--- src/rtl/apx_eval_pkg.sv ---
// Shared definitions for the approximate-multiplier evaluation controller:
// FSM state encoding, LFSR constants and default widths.
package apx_eval_pkg;

    localparam int DEF_OPW  = 8;
    localparam int DEF_CNTW = 16;
    localparam int DEF_SUMW = 32;

    // x^16 + x^14 + x^13 + x^11 + 1 on a left-shifting register:
    // feedback is the XOR of bits 15, 13, 12 and 10.
    localparam logic [15:0] LFSR_TAPS      = 16'hB400;

    // An all-zero state would lock the LFSR, so it is replaced by this value.
    localparam logic [15:0] LFSR_ZERO_SEED = 16'hACE1;

    typedef enum logic [2:0] {
        ST_IDLE   = 3'd0,
        ST_LOAD   = 3'd1,
        ST_SETTLE = 3'd2,
        ST_SAMPLE = 3'd3,
        ST_DONE   = 3'd4
    } state_t;

endpackage

--- src/rtl/apx_lfsr16.sv ---
// 16-bit Fibonacci LFSR, shifting left with feedback entering bit 0.
// load has priority over step; a zero seed is substituted so the
// sequence can never stall.
module apx_lfsr16
    import apx_eval_pkg::*;
(
    input  logic        clk,
    input  logic        rst,
    input  logic        load,
    input  logic [15:0] seed,
    input  logic        step,
    output logic [15:0] state
);

    logic [15:0] state_reg;
    logic [15:0] state_next;
    logic [15:0] shifted;
    logic        feedback;

    assign feedback   = ^(state_reg & LFSR_TAPS);
    assign shifted[0] = feedback;

    genvar gi;
    generate
        for (gi = 1; gi < 16; gi++) begin : g_shift
            assign shifted[gi] = state_reg[gi-1];
        end
    endgenerate

    // Next state: reload from seed, advance one step, or hold.
    always_comb begin
        state_next = state_reg;
        if (load) begin
            state_next = (seed == 16'h0000) ? LFSR_ZERO_SEED : seed;
        end else if (step) begin
            state_next = shifted;
        end
    end

    // State register.
    always_ff @(posedge clk) begin
        if (rst) begin
            state_reg <= LFSR_ZERO_SEED;
        end else begin
            state_reg <= state_next;
        end
    end

    assign state = state_reg;

endmodule

--- src/rtl/apx_mul_eval_ctrl.sv ---
// Characterization controller for an approximate multiplier. Drives
// pseudo-random operand pairs, waits for the multiplier to settle,
// compares its product against an exact product and accumulates error
// statistics (error count, sum of |error|, maximum |error|).
module apx_mul_eval_ctrl
    import apx_eval_pkg::*;
#(
    parameter int OPW  = DEF_OPW,
    parameter int CNTW = DEF_CNTW,
    parameter int SUMW = DEF_SUMW
) (
    input  logic              clk,
    input  logic              rst,
    input  logic              start,
    input  logic              abort,
    input  logic [CNTW-1:0]   num_samples,
    input  logic [7:0]        settle_cycles,
    input  logic [15:0]       seed,
    output logic [OPW-1:0]    mul_a,
    output logic [OPW-1:0]    mul_b,
    input  logic [2*OPW-1:0]  mul_o,
    output logic              busy,
    output logic              done,
    output logic [CNTW-1:0]   err_count,
    output logic [SUMW-1:0]   sum_ed_abs,
    output logic [2*OPW-1:0]  max_ed,
    output logic [CNTW-1:0]   sample_idx
);

    localparam int PW   = 2 * OPW;
    // Accumulator addition is done one bit wider than the larger operand
    // so that the carry-out reveals saturation for any SUMW/OPW pairing.
    localparam int ACCW = ((SUMW > PW) ? SUMW : PW) + 1;

    state_t          state_reg;
    state_t          state_next;

    logic            lfsr_load;
    logic            lfsr_step;
    logic [15:0]     lfsr_state;

    logic [OPW-1:0]  mul_a_reg;
    logic [OPW-1:0]  mul_b_reg;
    logic [CNTW-1:0] err_count_reg;
    logic [SUMW-1:0] sum_reg;
    logic [PW-1:0]   max_reg;
    logic [CNTW-1:0] sample_idx_reg;
    logic [CNTW-1:0] num_samples_reg;
    logic [7:0]      settle_reg;
    logic [7:0]      settle_cnt_reg;

    logic [7:0]      settle_eff;
    logic [PW-1:0]   exact;
    logic [PW-1:0]   ed;
    logic [ACCW-1:0] sum_wide;
    logic [SUMW-1:0] sum_sat;
    logic [CNTW-1:0] idx_inc;

    apx_lfsr16 u_lfsr (
        .clk   (clk),
        .rst   (rst),
        .load  (lfsr_load),
        .seed  (seed),
        .step  (lfsr_step),
        .state (lfsr_state)
    );

    // A settle time of zero still needs one cycle so the operands reach mul_o.
    assign settle_eff = (settle_reg == 8'd0) ? 8'd1 : settle_reg;

    // Error metrics for the operands currently on mul_a/mul_b.
    always_comb begin
        exact    = PW'(mul_a_reg) * PW'(mul_b_reg);
        ed       = (exact >= mul_o) ? (exact - mul_o) : (mul_o - exact);
        sum_wide = ACCW'(sum_reg) + ACCW'(ed);
        sum_sat  = (sum_wide > ACCW'({SUMW{1'b1}})) ? {SUMW{1'b1}} : sum_wide[SUMW-1:0];
        idx_inc  = sample_idx_reg + CNTW'(1);
    end

    // State register.
    always_ff @(posedge clk) begin
        if (rst) begin
            state_reg <= ST_IDLE;
        end else begin
            state_reg <= state_next;
        end
    end

    // Next-state and LFSR control; abort returns to IDLE from any busy state.
    always_comb begin
        state_next = state_reg;
        lfsr_load  = 1'b0;
        lfsr_step  = 1'b0;
        unique case (state_reg)
            ST_IDLE: begin
                if (start) begin
                    lfsr_load  = 1'b1;
                    state_next = (num_samples == '0) ? ST_DONE : ST_LOAD;
                end
            end
            ST_LOAD: begin
                lfsr_step  = 1'b1;
                state_next = abort ? ST_IDLE : ST_SETTLE;
            end
            ST_SETTLE: begin
                if (abort) begin
                    state_next = ST_IDLE;
                end else if (settle_cnt_reg <= 8'd1) begin
                    state_next = ST_SAMPLE;
                end
            end
            ST_SAMPLE: begin
                if (abort) begin
                    state_next = ST_IDLE;
                end else if (idx_inc == num_samples_reg) begin
                    state_next = ST_DONE;
                end else begin
                    state_next = ST_LOAD;
                end
            end
            ST_DONE: begin
                state_next = ST_IDLE;
            end
            default: begin
                state_next = ST_IDLE;
            end
        endcase
    end

    // Run parameters, operand registers and result accumulators. A sample
    // is accumulated in SAMPLE even when abort arrives in that cycle.
    always_ff @(posedge clk) begin
        if (rst) begin
            mul_a_reg       <= '0;
            mul_b_reg       <= '0;
            err_count_reg   <= '0;
            sum_reg         <= '0;
            max_reg         <= '0;
            sample_idx_reg  <= '0;
            num_samples_reg <= '0;
            settle_reg      <= '0;
            settle_cnt_reg  <= '0;
        end else begin
            unique case (state_reg)
                ST_IDLE: begin
                    if (start) begin
                        num_samples_reg <= num_samples;
                        settle_reg      <= settle_cycles;
                        err_count_reg   <= '0;
                        sum_reg         <= '0;
                        max_reg         <= '0;
                        sample_idx_reg  <= '0;
                    end
                end
                ST_LOAD: begin
                    mul_a_reg      <= lfsr_state[OPW-1:0];
                    mul_b_reg      <= lfsr_state[2*OPW-1:OPW];
                    settle_cnt_reg <= settle_eff;
                end
                ST_SETTLE: begin
                    settle_cnt_reg <= settle_cnt_reg - 8'd1;
                end
                ST_SAMPLE: begin
                    if (ed != '0) begin
                        err_count_reg <= err_count_reg + CNTW'(1);
                    end
                    sum_reg        <= sum_sat;
                    max_reg        <= (ed > max_reg) ? ed : max_reg;
                    sample_idx_reg <= idx_inc;
                end
                default: begin
                end
            endcase
        end
    end

    assign mul_a      = mul_a_reg;
    assign mul_b      = mul_b_reg;
    assign busy       = (state_reg != ST_IDLE);
    assign done       = (state_reg == ST_DONE);
    assign err_count  = err_count_reg;
    assign sum_ed_abs = sum_reg;
    assign max_ed     = max_reg;
    assign sample_idx = sample_idx_reg;

endmodule
--- config.mk ---
export PLATFORM = sky130hd
export DESIGN_NAME = apx_mul_eval_ctrl
export DESIGN_NICKNAME = d
export VERILOG_FILES = /design/src/rtl/apx_eval_pkg.sv /design/src/rtl/apx_lfsr16.sv /design/src/rtl/apx_mul_eval_ctrl.sv
export SDC_FILE = /design/constraint.sdc
export NUM_CORES = 1
export LEC_CHECK = 0
export ABC_AREA = 1
export ABC_CLOCK_PERIOD_IN_PS = 8350
export CORE_ASPECT_RATIO = 1.5
export CORE_UTILIZATION = 51
export DETAILED_ROUTE_END_ITERATION = 8
export PLACE_DENSITY = 0.74
export SYNTH_ARGS = -nofsm -noshare
export SYNTH_HDL_FRONTEND = slang
export SYNTH_HIERARCHICAL = 1
export SYNTH_SLANG_ARGS = --single-unit
export TNS_END_PERCENT = 30
--- constraint.sdc ---
create_clock -name clk -period 8.35 [get_ports clk]
set_clock_uncertainty 0.05 [all_clocks]
set_input_delay 1.67 -clock clk [delete_from_list [all_inputs] [get_ports clk]]
set_output_delay 1.67 -clock clk [all_outputs]
set_load 0.01 [all_outputs]
==> flow_summary.html <==
<table>
<tr><th>Metric</th><th>Value</th></tr>
<tr><th colspan="2">Layout</th></tr>
<tr><td>Final-stage net count</td><td>2354</td></tr>
<tr><td>Number of flip-flops in the largest register</td><td>32</td></tr>
<tr><td>Post-layout util</td><td>62.3%</td></tr>
<tr><td>Number of standard cells in the layout, taps in and fillers out</td><td>2486</td></tr>
<tr><td>Top library cells by usage in the layout, fill and taps aside</td><td>547 x nand2_1, 341 x inv_1, 161 x a21oi_1</td></tr>
<tr><td>Layout cells sized above 1</td><td>5.27%</td></tr>
<tr><td>Post-synthesis to final-layout area growth</td><td>18.8%</td></tr>
<tr><td>Most frequent standard cell in the layout excluding fill and tap cells</td><td>nand2_1</td></tr>
<tr><td>Ant diodes</td><td>0</td></tr>
<tr><th colspan="2">Timing</th></tr>
<tr><td>Min Tclk post-route</td><td>7.75 ns</td></tr>
<tr><td>Total Negative Setup Slacks</td><td>0 ns</td></tr>
<tr><td>Crit path setup slack, layout</td><td>0.605 ns</td></tr>
<tr><td>Achievable frequency</td><td>129 MHz</td></tr>
<tr><td>Transition at the pin with the smallest max-transition slack</td><td>1.04 ns</td></tr>
<tr><td>Share of the clock period used by the worst path</td><td>92.8%</td></tr>
<tr><td>Total count of max-transition violations in the final report</td><td>0</td></tr>
<tr><td>Final hold viol count</td><td>0</td></tr>
<tr><td>Final setup violation count</td><td>0</td></tr>
<tr><td>RSZ-0062 raised after global routing</td><td>no</td></tr>
<tr><td>Hold Worst Slack</td><td>0.435 ns</td></tr>
<tr><td>Slew Limit Headroom</td><td>30.3%</td></tr>
<tr><th colspan="2">Yosys</th></tr>
<tr><td>Top flip-flop cell by instance count after synthesis</td><td>dfxtp_1</td></tr>
<tr><td>Total of flip-flops plus latches after synthesis</td><td>147</td></tr>
<tr><td>Post-synthesis cell area</td><td>12900 µm²</td></tr>
<tr><td>Count of flip-flops with a built-in enable after synthesis</td><td>0</td></tr>
<tr><td>Post-synthesis cell count</td><td>2022</td></tr>
<tr><td>Net count of the mapped netlist</td><td>2227</td></tr>
<tr><td>Proportion of register bits with asynchronous set or reset after synthesis</td><td>0%</td></tr>
<tr><td>Fraction of the yosys area taken by sequential cells</td><td>22.8%</td></tr>
<tr><td>Total number of yosys warnings</td><td>6</td></tr>
<tr><td>Mean cell area of the mapped netlist</td><td>6.38 µm²</td></tr>
<tr><td>Number of distinct standard cells referenced by the synthesized netlist</td><td>47</td></tr>
<tr><th colspan="2">Setup path</th></tr>
<tr><td>Kind of cell with the highest combined delay on the critical path</td><td>adder cells</td></tr>
<tr><td>Critical Path Max Stage Delay</td><td>0.55 ns</td></tr>
<tr><td>Path depth of the worst reg2reg path</td><td>42</td></tr>
<tr><td>Data required time at the worst endpoint</td><td>8.55 ns</td></tr>
<tr><td>Critical Path End Type</td><td>flip-flop</td></tr>
<tr><td>Dominant cell type by count on the critical path</td><td>nand2_1</td></tr>
<tr><td>Startpoint of the worst register-to-register path</td><td>mul_a[1]</td></tr>
<tr><td>Data arrival at the endpoint of the critical path</td><td>7.95 ns</td></tr>
<tr><td>Register-to-register path setup slack</td><td>0.60 ns</td></tr>
<tr><td>Library cell contributing the largest single delay on the critical path</td><td>fa_1</td></tr>
<tr><td>Crit path buf inv count</td><td>6</td></tr>
<tr><td>Startpoint-to-endpoint class of the critical path</td><td>reg -&gt; reg</td></tr>
<tr><td>Crit path max fanout</td><td>10</td></tr>
<tr><td>Endpoint of the worst-slack reg-to-reg timing path</td><td>sum_ed_abs[5]</td></tr>
<tr><td>Critical Path Source Type</td><td>flip-flop</td></tr>
<tr><th colspan="2">Floorplanning</th></tr>
<tr><td>I/O Pins</td><td>158</td></tr>
<tr><td>Effective utilization at floorplan</td><td>52.4%</td></tr>
<tr><td>Area inside the core boundary</td><td>24600 µm²</td></tr>
<tr><td>Die Height</td><td>197 µm</td></tr>
<tr><td>Count of standard-cell rows</td><td>70</td></tr>
<tr><td>Die Area</td><td>26000 µm²</td></tr>
<tr><td>Die width</td><td>132 µm</td></tr>
<tr><th colspan="2">Clocking</th></tr>
<tr><td>Hold buffer count at CTS</td><td>0</td></tr>
<tr><td>H-tree Lvls</td><td>4</td></tr>
<tr><td>Clock sink count</td><td>147</td></tr>
<tr><td>Worst-skew pair later-pin latency</td><td>0.42 ns</td></tr>
<tr><td>Reg clk slew, reported paths</td><td>0.07 ns</td></tr>
<tr><td>Clock buffer depth</td><td>2</td></tr>
<tr><td>CTS root buf</td><td>clkbuf_16</td></tr>
<tr><td>CTS tree</td><td>yes</td></tr>
<tr><td>Number of buffers created by CTS</td><td>17</td></tr>
<tr><th colspan="2">Routing</th></tr>
<tr><td>Vias per cell</td><td>5.26</td></tr>
<tr><td>Vias post-DR</td><td>13100</td></tr>
<tr><td>Routed len/inst</td><td>15.4 µm</td></tr>
<tr><td>Starting DRT DRC Count</td><td>743</td></tr>
<tr><td>Count of TritonRoute iterations in the first routing pass</td><td>5</td></tr>
<tr><td>Remaining antenna violation count after routing</td><td>0</td></tr>
<tr><td>Total routed wirelength</td><td>38300 µm</td></tr>
<tr><td>Post-route DRC violation count</td><td>0</td></tr>
<tr><th colspan="2">Placement</th></tr>
<tr><td>Count of input and output buffers</td><td>157</td></tr>
<tr><td>Total half-perimeter wirelength after legalization and detailed placement</td><td>30000 µm</td></tr>
<tr><td>DP Cell Count</td><td>2448</td></tr>
<tr><td>Final estimated routing congestion in global placement</td><td>0.934</td></tr>
<tr><td>Setup WS pre-CTS</td><td>0.0946 ns</td></tr>
<tr><th colspan="2">GRT</th></tr>
<tr><td>Pin count of the biggest net entering global routing</td><td>89</td></tr>
<tr><td>First-pass GRT wire length</td><td>62200 µm</td></tr>
<tr><td>Grt ovf</td><td>0</td></tr>
<tr><td>GR Util All Layers</td><td>29.8%</td></tr>
<tr><td>Via count of the first global-routing pass</td><td>12800</td></tr>
<tr><td>Initial antenna violation count</td><td>0</td></tr>
<tr><th colspan="2">Job</th></tr>
<tr><td>Max Cap Viol</td><td>0</td></tr>
<tr><th colspan="2">Power</th></tr>
<tr><td>Reported leakage power</td><td>7.32 nW</td></tr>
<tr><td>Peak ir drop on the vdd network</td><td>0.139 mV</td></tr>
<tr><td>P per Cell Area</td><td>161 nW/µm²</td></tr>
<tr><th colspan="2">Min path</th></tr>
<tr><td>Hold-critical path depth</td><td>2</td></tr>
<tr><td>Worst hold start</td><td>max_ed[9]</td></tr>
<tr><td>Worst min path class</td><td>reg -&gt; reg</td></tr>
<tr><td>End of the worst hold path</td><td>max_ed[9]</td></tr>
<tr><th colspan="2">Run status</th></tr>
<tr><td>Outcome</td><td>finished, final reports clean</td></tr>
</table>
Yosys cell counts (all sizes together), types with 17 or more instances:
cell | number | share of area, %
nand4 | 25 | 1.2
o21ai | 102 | 4.0
a21oi | 169 | 6.8
dfxtp | 147 | 23
nor3 | 37 | 1.6
clkbuf | 51 | 1.5
fa | 39 | 6.0
inv | 351 | 10
nor2 | 161 | 4.8
ha | 106 | 10
buf | 17 | 1.1
nand2 | 563 | 17
nand3 | 129 | 5.1
xor2 | 64 | 4.3
metrics by stage:
step	total power, mW	area, µm²
after floorplan	1.46	12900
after global placement	1.72	14700
after detailed placement	1.73	14700
after CTS	2.47	15200
after global routing	2.64	15300
final	2.47	15300
tightest hold or removal path: stages (launching register included):
cell and delay (ns):
dfxtp_1 0.33, nand2_1 0.06, a21oi_1 0.05
metal layers:
layer	part of all wire, %	vias up	wire (µm)	track usage, %
li1	-	6615	-	-
met1	39	6035	14900	31.4
met2	53	328	20500	58.0
met3	3.3	92	1280	3.09
met4	4.5	0	1710	15.0
met5	0	-	0	0
timing repair:
item / CTS / global route
setup buffers: 0 / 3
setup endpoints to repair: 0 / 48
resized for setup: 0 / 40
worst max path at each step:
stage                        start              to  depth (start not counted)
after floorplan           mul_a[0]  sum_ed_abs[19]                         45
after global placement    mul_a[2]       max_ed[2]                         39
after detailed placement  mul_a[2]  sum_ed_abs[28]                         41
after CTS                 mul_a[2]  sum_ed_abs[26]                         41
after global routing      mul_b[4]   sum_ed_abs[5]                         42
final                     mul_a[1]   sum_ed_abs[5]                         42
final cells by class:
type,instances,area [µm²]
Multi-Input combinational cell,1455,8360
Tap cell,324,405
Timing Repair inverter,2,15.0
Fill cell,2408,9280
Clock inverter,15,138
Timing Repair Buffer,173,1690
Sequential cell,147,2970
Inverter,353,1330
Clock buffer,17,425
cells by family after synthesis:
group,after synthesis,share of synthesized area [%]
simple gates,938,30.7
flops,147,22.8
compound gates,298,12.4
xor+xnor,73,4.95
fa+ha+maj,145,16.3
buf+inv,421,12.9
report_power, final:
| part | switching [mW] | internal [mW] | leakage (nW) |
|---|---|---|---|
| combinational | 0.615 | 0.332 | 5.84 |
| clock | 0.344 | 0.395 | 0.276 |
| sequential | 0.0469 | 0.742 | 1.20 |
| total | 1.01 | 1.47 | 7.32 |
(Power assumes the default switching activity.)
